### src/rtl/fetch_if.sv
// Fetch-stage bundle: imem request/response, control-unit feedback and presented instruction.
// Carries misalign_err only when FETCH_MISALIGN_TRAP_EN is defined.
interface fetch_if;
  logic        PCSrc;
  logic [31:0] ImmOp;
  logic        stall;
  logic        imem_req;
  logic [31:0] imem_addr;
  logic        imem_valid;
  logic [31:0] imem_rdata;
  logic [31:0] instr;
  logic        instr_valid;
  logic [31:0] PC;
  logic [31:0] retired;
  logic        imem_timeout;
`ifdef FETCH_MISALIGN_TRAP_EN
  logic        misalign_err;
`endif

  modport master (
    input  PCSrc, ImmOp, stall, imem_valid, imem_rdata,
    output imem_req, imem_addr, instr, instr_valid, PC, retired, imem_timeout
`ifdef FETCH_MISALIGN_TRAP_EN
    , output misalign_err
`endif
  );

  modport slave (
    output PCSrc, ImmOp, stall, imem_valid, imem_rdata,
    input  imem_req, imem_addr, instr, instr_valid, PC, retired, imem_timeout
`ifdef FETCH_MISALIGN_TRAP_EN
    , input misalign_err
`endif
  );
endinterface

### src/rtl/fetch_unit.sv
// Instruction fetch stage: PC register, variable-latency imem handshake, next-PC from PCSrc/ImmOp.
// Optional FETCH_MISALIGN_TRAP_EN: halt with misalign_err instead of forcing next-PC low bits to zero.
module fetch_unit #(
  parameter logic [31:0] RESET_VECTOR = 32'h0000_0000,
  parameter int          MAX_WAIT     = 16
) (
  input logic    clk,
  input logic    rst,
  fetch_if.master bus
);

`ifdef FETCH_MISALIGN_TRAP_EN
  typedef enum logic [2:0] {START, FETCH, WAIT, ISSUE, HALT} state_t;
`else
  typedef enum logic [2:0] {START, FETCH, WAIT, ISSUE} state_t;
`endif

  localparam logic [31:0] NOP        = 32'h0000_0013;
  localparam logic [7:0]  MAX_WAIT_C = 8'(MAX_WAIT);

  state_t             state;
  logic        [31:0] pc;
  logic        [31:0] instr;
  logic               instr_valid;
  logic               imem_req;
  logic        [31:0] retired;
  logic               imem_timeout;
  logic        [7:0]  wait_cnt;
  logic        [31:0] npc;
`ifdef FETCH_MISALIGN_TRAP_EN
  logic               misalign_err;
`endif

  function automatic logic [31:0] next_pc(input logic [31:0] cur, input logic take,
                                          input logic signed [31:0] imm);
    return take ? (cur + $unsigned(imm)) : (cur + 32'd4);
  endfunction

  function automatic logic [31:0] align_pc(input logic [31:0] x);
    return {x[31:2], 2'b00};
  endfunction

  assign npc = next_pc(pc, bus.PCSrc, bus.ImmOp);

  always_ff @(posedge clk) begin
    if (rst) begin
      state        <= START;
      pc           <= RESET_VECTOR;
      instr        <= NOP;
      instr_valid  <= 1'b0;
      imem_req     <= 1'b0;
      retired      <= 32'd0;
      imem_timeout <= 1'b0;
      wait_cnt     <= 8'd0;
`ifdef FETCH_MISALIGN_TRAP_EN
      misalign_err <= 1'b0;
`endif
    end else begin
      case (state)
        // START swallows any response still in flight from before reset
        START: begin
          state    <= FETCH;
          imem_req <= 1'b1;
        end
        FETCH: begin
          wait_cnt <= 8'd0;
          if (bus.imem_valid) begin
            instr       <= bus.imem_rdata;
            imem_req    <= 1'b0;
            instr_valid <= 1'b1;
            state       <= ISSUE;
          end else begin
            state <= WAIT;
          end
        end
        WAIT: begin
          if (bus.imem_valid) begin
            instr       <= bus.imem_rdata;
            wait_cnt    <= 8'd0;
            imem_req    <= 1'b0;
            instr_valid <= 1'b1;
            state       <= ISSUE;
          end else begin
            if (wait_cnt != MAX_WAIT_C) wait_cnt <= wait_cnt + 8'd1;
            if (({1'b0, wait_cnt} + 9'd1) >= {1'b0, MAX_WAIT_C}) imem_timeout <= 1'b1;
          end
        end
        ISSUE: begin
          if (!bus.stall) begin
            retired <= retired + 32'd1;
`ifdef FETCH_MISALIGN_TRAP_EN
            if (npc[1:0] != 2'b00) begin
              misalign_err <= 1'b1;
              instr_valid  <= 1'b0;
              state        <= HALT;
            end else begin
              pc          <= npc;
              imem_req    <= 1'b1;
              instr_valid <= 1'b0;
              state       <= FETCH;
            end
`else
            pc          <= align_pc(npc);
            imem_req    <= 1'b1;
            instr_valid <= 1'b0;
            state       <= FETCH;
`endif
          end
        end
`ifdef FETCH_MISALIGN_TRAP_EN
        HALT: begin
          imem_req    <= 1'b0;
          instr_valid <= 1'b0;
        end
`endif
        default: begin
          state       <= START;
          imem_req    <= 1'b0;
          instr_valid <= 1'b0;
        end
      endcase
    end
  end

  assign bus.imem_req     = imem_req;
  assign bus.imem_addr    = pc;
  assign bus.instr        = instr;
  assign bus.instr_valid  = instr_valid;
  assign bus.PC           = pc;
  assign bus.retired      = retired;
  assign bus.imem_timeout = imem_timeout;
`ifdef FETCH_MISALIGN_TRAP_EN
  assign bus.misalign_err = misalign_err;
`endif

endmodule

### src/flat_wrapper.sv
// flat-port wrapper written by rule: the top's interface ports become plain ports
module fetch_unit_flat 
#(
  parameter logic [31:0] RESET_VECTOR = 32'h0000_0000,
  parameter int          MAX_WAIT     = 16
)
  (clk, rst, bus_PCSrc, bus_ImmOp, bus_stall, bus_imem_valid, bus_imem_rdata, bus_imem_req, bus_imem_addr, bus_instr, bus_instr_valid, bus_PC, bus_retired, bus_imem_timeout);
  fetch_if bus_i ();
  input logic clk;
  input logic rst;
  input wire logic [$bits(bus_i.PCSrc)-1:0] bus_PCSrc;
  input wire logic [$bits(bus_i.ImmOp)-1:0] bus_ImmOp;
  input wire logic [$bits(bus_i.stall)-1:0] bus_stall;
  input wire logic [$bits(bus_i.imem_valid)-1:0] bus_imem_valid;
  input wire logic [$bits(bus_i.imem_rdata)-1:0] bus_imem_rdata;
  output wire logic [$bits(bus_i.imem_req)-1:0] bus_imem_req;
  output wire logic [$bits(bus_i.imem_addr)-1:0] bus_imem_addr;
  output wire logic [$bits(bus_i.instr)-1:0] bus_instr;
  output wire logic [$bits(bus_i.instr_valid)-1:0] bus_instr_valid;
  output wire logic [$bits(bus_i.PC)-1:0] bus_PC;
  output wire logic [$bits(bus_i.retired)-1:0] bus_retired;
  output wire logic [$bits(bus_i.imem_timeout)-1:0] bus_imem_timeout;
  assign bus_i.PCSrc = bus_PCSrc;
  assign bus_i.ImmOp = bus_ImmOp;
  assign bus_i.stall = bus_stall;
  assign bus_i.imem_valid = bus_imem_valid;
  assign bus_i.imem_rdata = bus_imem_rdata;
  assign bus_imem_req = bus_i.imem_req;
  assign bus_imem_addr = bus_i.imem_addr;
  assign bus_instr = bus_i.instr;
  assign bus_instr_valid = bus_i.instr_valid;
  assign bus_PC = bus_i.PC;
  assign bus_retired = bus_i.retired;
  assign bus_imem_timeout = bus_i.imem_timeout;
  fetch_unit #(.RESET_VECTOR(RESET_VECTOR), .MAX_WAIT(MAX_WAIT)) u_core (.clk(clk), .rst(rst), .bus(bus_i));
endmodule
### config.mk
export PLATFORM = sky130hd
export DESIGN_NAME = fetch_unit_flat
export DESIGN_NICKNAME = d
export VERILOG_FILES = /design/src/rtl/fetch_if.sv /design/src/rtl/fetch_unit.sv /design/src/flat_wrapper.sv
export SDC_FILE = /design/constraint.sdc
export NUM_CORES = 1
export LEC_CHECK = 0
export BUFFER_PORTS_ARGS = -buffer_cell sky130_fd_sc_hd__buf_2
export CORE_MARGIN = 5
export CORE_UTILIZATION = 52
export CTS_CLUSTER_SIZE = 12
export DETAILED_ROUTE_END_ITERATION = 12
export GPL_TIMING_DRIVEN = 0
export PLACE_DENSITY = 0.8
export SLEW_MARGIN = 40
export SYNTH_ARGS = -nofsm -noshare
export SYNTH_HDL_FRONTEND = slang
export SYNTH_SLANG_ARGS = --single-unit
### constraint.sdc
create_clock -name clk -period 3.3 [get_ports clk]
set_input_delay 0.66 -clock clk [delete_from_list [all_inputs] [get_ports clk]]
set_output_delay 0.66 -clock clk [all_outputs]
set_load 0.01 [all_outputs]
==> results.json <==
{
  "htreeDepth": 3,
  "seq_area_frac_synth_pct": 33.3,
  "wl_met2_um": 8300,
  "post-place-cells": 1196,
  "p_clk_share_pct": 35.3,
  "critical_path_class": "input pin to flip-flop",
  "internal_power_mw": 2.21,
  "period_share_pct": 96.5,
  "synth-seq-cells": 107,
  "wire_per_inst_um": 14.6,
  "powerDensity_nw_per_um2": 399,
  "critPathRequiredTime_ns": 3.54,
  "ff2ff_path_depth": 9,
  "clockBufferDepth": 2,
  "io_buffers": 193,
  "syn_area_um2": 6430,
  "routed_via_density": 5.42,
  "tightest_slew_ns": 0.570,
  "die-width_um": 121,
  "cts-root-buf": "clkbuf_16",
  "peakVddDrop_uv": 241,
  "whs_ns": 0.451,
  "synth_edf_count": 0,
  "fin_ws_ns": 0.115,
  "hpwl_um": 13300,
  "postLayoutCellArea_um2": 7930,
  "yosysMostFrequentCell": "nand2_1",
  "grt_pass1_wl_um": 28200,
  "nNetsFinal": 1144,
  "fp-row-count": 40,
  "min_period_ns": 3.19,
  "synthCells": 832,
  "rsz0062_at_grt": "false",
  "grt_pass1_vias": 5955,
  "dp_slack_ns": -0.941,
  "power_mw": 3.16,
  "hp-class": "flip-flop to flip-flop",
  "synth_cell_types": 65,
  "seq_area_um2": 2140,
  "vias": 6565,
  "cts.reportedPaths.clkPinSlew_ns": 0.07,
  "yosys.area.top_type_share_pct": 33.3,
  "diodes": 0,
  "crit_path_max_fanout": 13,
  "synthTopCellsByArea": "dfxtp_1, nand2_1, a21oi_1, ha_1, nor2_1",
  "multiInputGateArea_um2": 3780,
  "grt_max_degree": 19,
  "p_comb_share_pct": 20.0,
  "status": "complete, no violations",
  "finClkSkew_ns": 0.00894,
  "slew_violations": 0,
  "antenna_found_initial": 0,
  "timing.rr.end": "u_core.bus.PC[28]",
  "synth_largest_area_cell": "dfxtp_1",
  "globalplace.congestion": 0.947,
  "switching_share_pct": 30.0,
  "ctsHoldBuffers": 0,
  "track_usage_pct": 23.3,
  "drt_pass1_iterations": 5,
  "yosys_most_used_dff": "dfxtp_1",
  "setup.worst_path.end_class": "flip-flop",
  "die-area_um2": 14700,
  "cts_tree": "yes",
  "placed_cell_area_um2": 7620,
  "wirelength_um": 17700,
  "fillers": 1076,
  "max_freq_ghz": 0.314,
  "pwr-share-seq_pct": 44.7,
  "endpoint": "u_core.bus.PC[31]",
  "arrival_ns": 3.43,
  "timing.slew.headroom_pct": 62.0,
  "synth_warnings": 0,
  "drtIter0Drc": 619,
  "async_flop_share_pct": 0,
  "top_layer": "met4",
  "worst-r2r-setup-slack_ns": 0.57,
  "start_util_pct": 53.3,
  "antenna_left": 0,
  "startpoint": "bus_PCSrc",
  "start_kind": "input pin",
  "cts_inserted_buffers": 9,
  "hold_violations": 0,
  "m1WireLength_um": 7810,
  "synth_commonest_cells": "nand2_1, dfxtp_1, a21oi_1, nor2_1, clkbuf_1",
  "syn2layout_area_growth_pct": 23.3,
  "wl_met3_um": 1200,
  "drv_cap": 0,
  "setup_viol": 0,
  "clock_latency_ns": 0.36,
  "r2r-start": "u_core.bus.PC[2]",
  "drc": 0,
  "leakage_nw": 3.76,
  "overflow": 0,
  "die_y_um": 121,
  "avgSynthCellArea_um2": 7.73,
  "p_sw_mw": 0.948,
  "core_um2": 12100,
  "clock_sinks": 107,
  "pin_count": 200,
  "fin_cells": 1211,
  "drive_gt1_share_pct": 25.3
}
worst min path at each step:
stage / from / endpoint / slack, ns / cells past startpoint
after global routing: u_core.bus.instr[24] / u_core.bus.instr[24] / 0.46 / 2
final: u_core.bus.instr[24] / u_core.bus.instr[24] / 0.45 / 2
after detailed placement: u_core.bus.instr[24] / u_core.bus.instr[24] / 0.44 / 2
after CTS: u_core.bus.instr[24] / u_core.bus.instr[24] / 0.45 / 2
after floorplan: u_core.wait_cnt[7] / u_core.wait_cnt[7] / 0.46 / 2
after global placement: u_core.bus.instr[30] / u_core.bus.instr[30] / 0.44 / 2
power by group through the flow:
stage / Sequential, mW / Clock, mW / Combinational [mW]
2_1_floorplan: 1.47 / 0 / 0.373
3_3_place_gp: 1.44 / 0 / 0.619
3_5_place_dp: 1.44 / 0 / 0.627
4_1_cts: 1.41 / 1.14 / 0.632
5_1_grt: 1.42 / 1.19 / 0.704
6_report: 1.41 / 1.12 / 0.631
cell type report:
cell class                      count  area share [%]
Multi-Input combinational cell    632            47.7
Sequential cell                   107            27.0
Timing Repair Buffer              193            12.2
Buffer                             78            5.84
Clock buffer                       10            2.89
Tap cell                          168            2.65
Clock inverter                      6           0.899
Inverter                           17           0.805
stage by stage:
step | TNS, ns | util (%)
floorplan | 0 | -
global placement | -8.98 | 63.2
detailed placement | -10.78 | 63.2
CTS | 0 | 65.7
global route | 0 | 65.7
finish | 0 | 65.7
cells in the final DEF (no fill, tap or decap), types with 5 or more instances in the layout:
cell / n
a21o_1: 15
buf_2: 194
o21ai_1: 15
xnor2_1: 18
clkbuf_1: 35
and2_1: 30
o21ai_0: 19
nand2b_1: 7
a211o_1: 5
o21bai_1: 6
dfxtp_1: 107
nand3b_1: 7
nand4_1: 24
nand2_1: 127
nor2_1: 74
ha_1: 36
buf_4: 34
nor3_1: 18
a31oi_1: 6
nand3_1: 19
clkbuf_16: 9
xor2_1: 23
and3_1: 12
inv_1: 16
a21oi_1: 94
or3_1: 10
sequential cells by signal (all words and copies together) (netlist names):
name	cells
u_core.bus.PC	30
u_core.bus.imem_req	1
u_core.bus.imem_timeout	1
u_core.bus.instr	32
u_core.bus.instr_valid	1
u_core.bus.retired	32
u_core.state	2
u_core.wait_cnt	8
kinds of logic (layout without fill, tap and decap cells):
| group | Yosys count | count (layout) | synth area share, % |
|---|---|---|---|
| AO/OA/AOI/OAI | 197 | 197 | 18.7 |
| XOR/XNOR | 41 | 41 | 5.58 |
| adder cells (fa/ha/maj) | 37 | 37 | 7.31 |
| buffers and inverters | 96 | 304 | 8.17 |
| flip-flops | 107 | 107 | 33.3 |
| multiplexers | 5 | 5 | 0.797 |
| other | 1 | 4 | 0.0583 |
| AND/OR/NAND/NOR | 348 | 348 | 26.0 |
worst max-delay path: stages:
cell and delay, ns:
clkbuf_4 0.23, clkbuf_4 0.24, and2_1 0.19, ha_1 0.27, a211oi_2 0.32, o21ai_0 0.21, nand3_1 0.19, a21oi_1 0.17
a31oi_1 0.35, mux2i_1 0.24, mux2_1 0.34
per-layer routing:
layer / track usage (%) / vias up
met2: 38.2 / 231
met1: 30.8 / 3027
met4: 8.96 / 0
li1: - / 3272
met5: 0 / -
met3: 3.82 / 35
timing repair:
item	in CTS	in global routing
setup buffers	0	0
endpoints found under the setup margin	16	2
resized for setup	2	4
pin swaps	0	0
endpoints found under the hold margin	0	0
Power figures use the tool's default switching activity.
